[src/rtl/vga_timing_gen_pkg.sv]
// rtl/vga_timing_gen_pkg.sv - shared 640x480@60 timing constants for the VGA timing generator
package vga_timing_gen_pkg;

    localparam int unsigned CNT_W   = 10;
    localparam int unsigned FCNT_W  = 16;

    localparam int unsigned H_VISIBLE_DEF = 640;
    localparam int unsigned H_FRONT_DEF   = 16;
    localparam int unsigned H_SYNC_DEF    = 96;
    localparam int unsigned H_BACK_DEF    = 48;
    localparam int unsigned V_VISIBLE_DEF = 480;
    localparam int unsigned V_FRONT_DEF   = 10;
    localparam int unsigned V_SYNC_DEF    = 2;
    localparam int unsigned V_BACK_DEF    = 33;

    localparam int unsigned H_TOTAL = H_VISIBLE_DEF + H_FRONT_DEF + H_SYNC_DEF + H_BACK_DEF;
    localparam int unsigned V_TOTAL = V_VISIBLE_DEF + V_FRONT_DEF + V_SYNC_DEF + V_BACK_DEF;

endpackage

[src/rtl/vga_axis_counter.sv]
// rtl/vga_axis_counter.sv - one timing axis: position counter with registered sync and look-ahead visible decode
module vga_axis_counter
    import vga_timing_gen_pkg::*;
#(
    parameter int unsigned VISIBLE = H_VISIBLE_DEF,
    parameter int unsigned FRONT   = H_FRONT_DEF,
    parameter int unsigned SYNC    = H_SYNC_DEF,
    parameter int unsigned BACK    = H_BACK_DEF
) (
    input  logic             clk,
    input  logic             reset,
    input  logic             advance,
    output logic [CNT_W-1:0] pos,
    output logic             sync_n,
    output logic             wrap,
    output logic             visible_next
);

    localparam int unsigned      TOTAL    = VISIBLE + FRONT + SYNC + BACK;
    localparam logic [CNT_W-1:0] LAST     = CNT_W'(TOTAL - 1);
    localparam logic [CNT_W-1:0] VIS_END  = CNT_W'(VISIBLE);
    localparam logic [CNT_W-1:0] SYNC_BEG = CNT_W'(VISIBLE + FRONT);
    localparam logic [CNT_W-1:0] SYNC_END = CNT_W'(VISIBLE + FRONT + SYNC);

    logic [CNT_W-1:0] pos_next;

    // Decodes use the next position so registered outputs line up with pos.
    always_comb begin
        wrap     = advance && (pos == LAST);
        pos_next = pos;
        if (wrap) begin
            pos_next = '0;
        end else if (advance) begin
            pos_next = pos + CNT_W'(1);
        end
        visible_next = (pos_next < VIS_END);
    end

    always_ff @(posedge clk or posedge reset) begin
        if (reset) begin
            pos    <= LAST;
            sync_n <= 1'b1;
        end else begin
            pos    <= pos_next;
            sync_n <= !((pos_next >= SYNC_BEG) && (pos_next < SYNC_END));
        end
    end

endmodule

[src/rtl/vga_timing_gen.sv]
// rtl/vga_timing_gen.sv - VGA raster timing generator with coherent registered position, sync and frame outputs
module vga_timing_gen
    import vga_timing_gen_pkg::*;
#(
    parameter int unsigned H_VISIBLE = H_VISIBLE_DEF,
    parameter int unsigned H_FRONT   = H_FRONT_DEF,
    parameter int unsigned H_SYNC    = H_SYNC_DEF,
    parameter int unsigned H_BACK    = H_BACK_DEF,
    parameter int unsigned V_VISIBLE = V_VISIBLE_DEF,
    parameter int unsigned V_FRONT   = V_FRONT_DEF,
    parameter int unsigned V_SYNC    = V_SYNC_DEF,
    parameter int unsigned V_BACK    = V_BACK_DEF
) (
    input  logic              vga_clk,
    input  logic              reset,
    output logic [CNT_W-1:0]  DrawX,
    output logic [CNT_W-1:0]  DrawY,
    output logic              hs,
    output logic              vs,
    output logic              blank,
    output logic              frame_start,
    output logic              line_start,
    output logic [FCNT_W-1:0] frame_count
);

    logic              h_wrap;
    logic              v_wrap;
    logic              h_vis_next;
    logic              v_vis_next;
    logic [FCNT_W-1:0] frame_cnt_q;

    vga_axis_counter #(
        .VISIBLE (H_VISIBLE),
        .FRONT   (H_FRONT),
        .SYNC    (H_SYNC),
        .BACK    (H_BACK)
    ) u_h_axis (
        .clk          (vga_clk),
        .reset        (reset),
        .advance      (1'b1),
        .pos          (DrawX),
        .sync_n       (hs),
        .wrap         (h_wrap),
        .visible_next (h_vis_next)
    );

    // The vertical axis steps only on the cycle the line wraps.
    vga_axis_counter #(
        .VISIBLE (V_VISIBLE),
        .FRONT   (V_FRONT),
        .SYNC    (V_SYNC),
        .BACK    (V_BACK)
    ) u_v_axis (
        .clk          (vga_clk),
        .reset        (reset),
        .advance      (h_wrap),
        .pos          (DrawY),
        .sync_n       (vs),
        .wrap         (v_wrap),
        .visible_next (v_vis_next)
    );

    always_ff @(posedge vga_clk or posedge reset) begin
        if (reset) begin
            blank       <= 1'b0;
            line_start  <= 1'b0;
            frame_start <= 1'b0;
            frame_cnt_q <= '0;
        end else begin
            blank       <= h_vis_next && v_vis_next;
            line_start  <= h_wrap;
            frame_start <= h_wrap && v_wrap;
            if (h_wrap && v_wrap) begin
                frame_cnt_q <= frame_cnt_q + FCNT_W'(1);
            end
        end
    end

    assign frame_count = frame_cnt_q;

endmodule

[config.mk]
export PLATFORM = sky130hd
export DESIGN_NAME = vga_timing_gen
export DESIGN_NICKNAME = d
export VERILOG_FILES = /design/src/rtl/vga_timing_gen_pkg.sv /design/src/rtl/vga_axis_counter.sv /design/src/rtl/vga_timing_gen.sv
export SDC_FILE = /design/constraint.sdc
export NUM_CORES = 1
export LEC_CHECK = 0
export BUFFER_PORTS_ARGS = -buffer_cell sky130_fd_sc_hd__buf_2
export CAP_MARGIN = 20
export CELL_PAD_IN_SITES_DETAIL_PLACEMENT = 1
export CELL_PAD_IN_SITES_GLOBAL_PLACEMENT = 1
export CORE_MARGIN = 2
export CORE_UTILIZATION = 30
export DETAILED_ROUTE_END_ITERATION = 6
export PLACE_DENSITY_LB_ADDON = 0.1
export SLEW_MARGIN = 20
export SYNTH_ARGS = -nofsm -noshare
export SYNTH_HDL_FRONTEND = slang
export SYNTH_HIERARCHICAL = 1
export SYNTH_SLANG_ARGS = --single-unit
[constraint.sdc]
create_clock -name vga_clk -period 7.8 [get_ports vga_clk]
set_input_delay 0.39 -clock vga_clk [delete_from_list [all_inputs] [get_ports vga_clk]]
set_output_delay 0.39 -clock vga_clk [all_outputs]
set_load 0.01 [all_outputs]
==> metrics.cfg, run 1 <==
[placed_design]
placed_area_um2=2492
dp_hpwl_mm=3.932
port_buffers=42
place.gp.congestion=0.7302

[critical_path]
regToRegStartpoint=u_h_axis/pos[5]
worstPathRequired_ns=8.02
worst_setup_path_end_kind=flop
worst_ep_arrival_time_ns=3.53
rrSetupSlack_ns=4.50
cpPeakStageDelay_ns=0.58
worstRegToRegCells=9
r2r-end=frame_count[11]
crit_path_start_kind=flop
slowest_stage=nor3_4
crit_chain=or2_1 > or2_1 > nor3_4 > nand3_1 > nor2_1 > nand4_1 > nor3_4 > and3_1 > xor2_1
path_max_fanout=17
critPathKind=reg -> reg

[timing]
rsz0062_at_grt=no
worst_pin_slew_ns=0.7322
finalClockSkew_ns=0.008096
fin_crit_sh_pct=42.35
drv_slew=0
setup_viol=0
finalHoldViolCount=0
fmax_mhz=302.8
min_period_ns=3.303
tns_ns=0
relSlewSlack_pct=51.13

[synth]
synth_area_leaders=dfrtp_1 (33%), dfstp_2 (14%), xnor2_1 (6.0%)
post-synth-top-area-cell=dfrtp_1
synth.avg_cell_area_um2=10.43
synth_xor_area_share_pct=11.14
synthFlopType=dfrtp_1
synthSimpleGateAreaFrac_pct=26.38
ys_types=55
synth-compound-area-share_pct=8.528
yosysSeqAreaShare_pct=47.30
synth_cells=211
netlist_area_um2=2201
synthAdderAreaFrac_pct=2.274
synth_top_family_by_area=simple AND/OR/NAND/NOR gates
synthesis.nets=217
muxShareOfSynthArea_pct=0.9096
netlist.area_leader.share_pct=32.97
synthArstFlopShare_pct=100.0
synth-edff-count=0
ys_ff_latch=41
yosys_warnings=6

[layout]
fin_nets=261
mostFrequentLayoutCell=buf_2
antenna_cells_inserted=0
syn_to_final_growth_pct=19.50
final_area_um2=2630
layout_common_cells=buf_2 (42), dfrtp_1 (29), nand2_1 (22), xnor2_1 (15)
final_layout_size_suffix_gt1_share_pct=30.08

[die]
die-area_um2=8037
io_pins=43
coreArea_um2=7176
chipWidth_um=89.65
die_height_um=89.65
row_count=31
start_util_pct=30.67

[cts]
cts_sinks=41
cts_setup_buffers=0
ctsHtreeMaxLevel=2
cts_buffer_depth=2
cts_tree=built
ctsHoldBuffers=0
cts_made_buffers=5
cts-root-buf=clkbuf_8
insertion_delay_ns=0.30
clk_pin_slew_ns=0.09
cts_repair_resize_count=0

[routing]
vias=1745
postRouteAntennaNets=0
drt_wl_total_mm=5.372
drc=0
wire_per_inst_um=15.13
avgViaCountPerCell=4.915
firstDrtPassIters=6
drtIter0Drc=80

[pwr]
clock_power_share_pct=35.9
p_seq_share_pct=47.0
power.density_nw_per_um2=221.8
ir_drop_mv=0.07485
switching_share_pct=29.75
combPwrFrac_pct=17.1
internal_power_uw=409.8
power_leakage_nw=1.285
power_switching_uw=173.5

[run]
cap_violations=0

[global_route]
grt_pass1_vias=1700
antenna_found_initial=0
grt_usage_pct=14.28
grt_max_degree=20
grt_pass1_wl_mm=8.576
grt-ovfl-total=0

[status]
status=finished, final reports clean

[min_path]
hold_path.class=in -> async

flip-flops by register name (all words and copies together) (netlist names):
signal,count
u_v_axis/sync_n,1
u_h_axis/pos,10
u_v_axis/pos,10
frame_start,1
line_start,1
u_h_axis/sync_n,1
blank,1
frame_count,16
through the flow:
| step | hold WS, ns | instances | power [mW] | setup WS [ns] | utilization [%] |
|---|---|---|---|---|---|
| after floorplan | 0.2367 | 211 | 0.3463 | 5.147 | - |
| after global placement | 0.4588 | 347 | 0.3798 | 4.661 | 34.73 |
| after detailed placement | 0.4583 | 347 | 0.3799 | 4.528 | 34.73 |
| after CTS | 0.1232 | 355 | 0.5951 | 4.515 | 36.65 |
| after global routing | 0.1438 | 355 | 0.6206 | 4.199 | 36.65 |
| final | 0.1104 | 355 | 0.5833 | 4.497 | 36.65 |
worst max-delay path by stage:
| stage | startpoint | cells after the start | slack, ns | endpoint |
|---|---|---|---|---|
| 6_report | u_h_axis/pos[5] | 9 | 4.50 | frame_count[11] |
| 5_1_grt | u_h_axis/pos[5] | 9 | 4.20 | frame_count[11] |
| 4_1_cts | u_h_axis/pos[5] | 9 | 4.52 | frame_count[11] |
| 3_5_place_dp | u_h_axis/pos[5] | 9 | 4.53 | frame_count[11] |
| 3_3_place_gp | u_h_axis/pos[5] | 9 | 4.66 | frame_count[11] |
| 2_1_floorplan | u_h_axis/pos[5] | 10 | 5.15 | frame_count[11] |
synthesized netlist by cell type, types with 2 or more instances:
| master | count |
|---|---|
| a21oi_1 | 5 |
| nand3_1 | 13 |
| and4_1 | 2 |
| nand4b_1 | 2 |
| o211ai_1 | 2 |
| nand4_1 | 7 |
| buf_6 | 2 |
| nand2_1 | 22 |
| or2_1 | 2 |
| or3_1 | 2 |
| ha_1 | 4 |
| o21ai_0 | 5 |
| or4_1 | 2 |
| xor2_1 | 13 |
| nand4_2 | 2 |
| buf_4 | 2 |
| a31oi_1 | 2 |
| and3_1 | 4 |
| nor3_1 | 8 |
| xnor2_1 | 15 |
| dfrtp_1 | 29 |
| and2_1 | 2 |
| nor2_1 | 12 |
| dfstp_2 | 12 |
| mux2i_1 | 2 |
| inv_1 | 8 |
| nor3_4 | 2 |
area by class of cell:
class                   instances  area, um^2
flip-flops and latches         41        1041
well taps                      99       123.9
inverters                       8       30.03
repair buffers                 42       210.2
multi-input cells             157        1087
clock inverters                 3       68.82
clock buffers                   5       68.82
fillers                       823        4546
metal layers:
metal / global-route usage, % / share of wire (%)
met1: 19.98 / 49
met5: 0 / 0
met3: 3.656 / 4.3
met4: 4.478 / 1.1
met2: 21.66 / 46
power by group through the flow:
stage,Clock (mW),Sequential (mW),Combinational [mW]
floorplan,0,0.277,0.0695
global placement,0,0.278,0.101
detailed placement,0,0.279,0.101
CTS,0.218,0.275,0.102
global route,0.227,0.280,0.113
finish,0.209,0.274,0.0998
logic make-up (layout without fill, tap and decap cells):
family | after synthesis | count (layout)
other | 1 | 1
buffers and inverters | 13 | 58
AO/OA/AOI/OAI | 26 | 26
adder cells (fa/ha/maj) | 4 | 4
AND/OR/NAND/NOR | 96 | 96
XOR/XNOR | 28 | 28
flip-flops | 41 | 41
multiplexers | 2 | 2
worst max-delay path, delay by kind of cell, from the launching register on:
| family | cells | cell delay (ns) |
|---|---|---|
| DFF | 1 | 0.48 |
| and+or+nand+nor | 8 | 2.62 |
| xor gates and xnor gates | 1 | 0.15 |
No activity file was read; power rests on OpenSTA's default activity.
==> inputs of run 2 (changes only) <==
Clock period 7.8 ns to 2.7 ns, I/O delays scaled along.
==> run 2 against run 1 <==
Sequential cell count stayed put; worst hold slack better by 0.30 ns; non-clock buffer count is 10 higher; final cell count rose by 2.8%; global-route usage up 0.63 points; clock power increased to 2.9 times the previous value; critical path depth stayed put; core utilization grew 1.2 points.
==> metrics.cfg, run 2 (synthesis gave the netlist of run 1 again) <==
[status]
status=finished, final reports clean

[global_route]
grt_pass1_vias=1723  ; +1.4%
grt-ovfl-total=0  ; unchanged
grt_pass1_wl_mm=9.204  ; +7.3%
grt_max_degree=20  ; unchanged
grt_usage_pct=14.91  ; +0.63 points
antenna_found_initial=0  ; unchanged

[layout]
syn_to_final_growth_pct=23.54
layoutNonFillerInstCount=365  ; +2.8%
layout_common_cells=buf_2 (42), dfrtp_1 (29), nand2_1 (22), xnor2_1 (15), xor2_1 (13)
fillers=829  ; +0.73%
largest_reg_flops=16  ; unchanged
final_layout_size_suffix_gt1_share_pct=33.46  ; +3.4 points
final_core_util_pct=37.89  ; +1.2 points
final_area_um2=2719  ; +3.4%
fin_nets=271  ; +3.8%
antenna_cells_inserted=0  ; unchanged
mostFrequentLayoutCell=buf_2

[timing]
hold_ws_ns=0.4116  ; +0.3012 ns
fin_crit_sh_pct=93.57  ; +51 points
finalClockSkew_ns=0.01142  ; +0.003327 ns
finalHoldViolCount=0  ; unchanged
min_period_ns=2.527  ; -0.7764 ns
rsz0062_at_grt=no
tns_ns=0  ; unchanged
drv_slew=0  ; unchanged
fmax_mhz=395.8  ; +31%
worst_pin_slew_ns=0.7517  ; +0.01943 ns
relSlewSlack_pct=49.83  ; -1.3 points
setup_viol=0  ; unchanged

[routing]
drtIter0Drc=63  ; -21%
avgViaCountPerCell=4.830  ; -1.7%
drt_wl_total_mm=5.617  ; +4.6%
firstDrtPassIters=4  ; -2
wire_per_inst_um=15.39  ; +1.7%
drc=0  ; unchanged
vias=1763  ; +1.0%
postRouteAntennaNets=0  ; unchanged

[cts]
insertion_delay_ns=0.30  ; about the same
cts-root-buf=clkbuf_8
clk_pin_slew_ns=0.09  ; about the same
ctsHtreeMaxLevel=2  ; unchanged
cts_sinks=41  ; unchanged
cts_tree=built
cts_buffer_depth=2  ; unchanged
cts_made_buffers=5  ; unchanged

[pwr]
power.density_nw_per_um2=634.0  ; +190%
ir_drop_mv=0.2326  ; +210%
power_leakage_nw=1.333  ; +3.8%

[critical_path]
path_max_fanout=16  ; -1
worstPathRequired_ns=2.89  ; -5.13 ns
crit_path_start_kind=flop
critPathKind=reg -> reg
worst_setup_path_end_kind=flop
regToRegStartpoint=u_h_axis/pos[9]
worst_ep_arrival_time_ns=2.72  ; -0.81 ns
startpoint=u_h_axis/pos[9]

[placed_design]
place.gp.congestion=0.7515  ; +2.9%
dp_hpwl_mm=4.106  ; +4.4%
placed_area_um2=2552  ; +2.4%
port_buffers=42  ; unchanged
dpl.cell_count=355  ; +2.3%

[min_path]
hold_path.class=in -> async

[die]
io_pins=43  ; unchanged
chipWidth_um=89.65  ; unchanged
start_util_pct=30.67  ; unchanged
row_count=31  ; unchanged
die-area_um2=8037  ; unchanged
coreArea_um2=7176  ; unchanged
die_height_um=89.65  ; unchanged

[run]
cap_violations=0  ; unchanged

run 2: layer usage:
layer  global-route usage, %  part of all wire, %  up-vias
met5                       0                    0        -
met3                   3.016                  3.9        3
met4                   4.071                 0.52        0
met2                   22.73                   46       37
li1                        -                    -      863
met1                   21.54                   49      860
run 2: area by class of cell:
type	count	area, um^2	share of cell area [%]
tap	99	123.9	4.556
timing repair buffer	52	291.5	10.72
sequential	41	1041	38.29
clock inverter	3	68.82	2.531
multi-input combinational	157	1095	40.27
inverter	8	30.03	1.104
clock buffer	5	68.82	2.531
run 2: worst max-delay path, cell delays in order (launching register included):
cell	delay [ns]
dfstp_2	0.58
nand3b_1	0.15
or2_1	0.29
nor3_4	0.23
buf_6	0.20
nand4_1	0.17
or3_1	0.42
a21boi_2	0.17
a21oi_1	0.08
and2_1	0.14
run 2: what timing repair did:
| action | CTS | global route |
|---|---|---|
| buffers inserted | 0 | 1 |
| endpoints found under the setup margin | 0 | 7 |
| gates resized for setup | 0 | 4 |
| hold buffers | 1 | 0 |
| endpoints found under the hold margin | 10 | 0 |
run 2: through the flow:
stage	total power [mW]	setup slack, ns
3_3_place_gp	1.134	0.1910
5_1_grt	1.826	0.01851
2_1_floorplan	1.000	0.04712
3_5_place_dp	1.130	0.1171
4_1_cts	1.747	0.09770
6_report	1.724	0.1735
run 2: report_power, final:
| part | total (mW) | internal [mW] | leakage, nW | switching (mW) |
|---|---|---|---|---|
| clock network | 0.607 | 0.373 | 0.0687 | 0.235 |
| registers | 0.777 | 0.696 | 0.530 | 0.0804 |
| logic | 0.339 | 0.136 | 0.734 | 0.203 |
| total | 1.72 | 1.21 | 1.33 | 0.519 |
run 2: worst paths after layout:
check / depth (start not counted) / slack, ns / endpoint
min in group vga_clk: 1 / 0.47 / frame_count[15]
max: 9 / 0.17 / blank
min reg2reg: 1 / 0.47 / frame_count[15]
min: 3 / 0.41 / u_h_axis/pos[7]
max in group asynchronous: 3 / 1.69 / blank
max reg2reg: 9 / 0.17 / blank
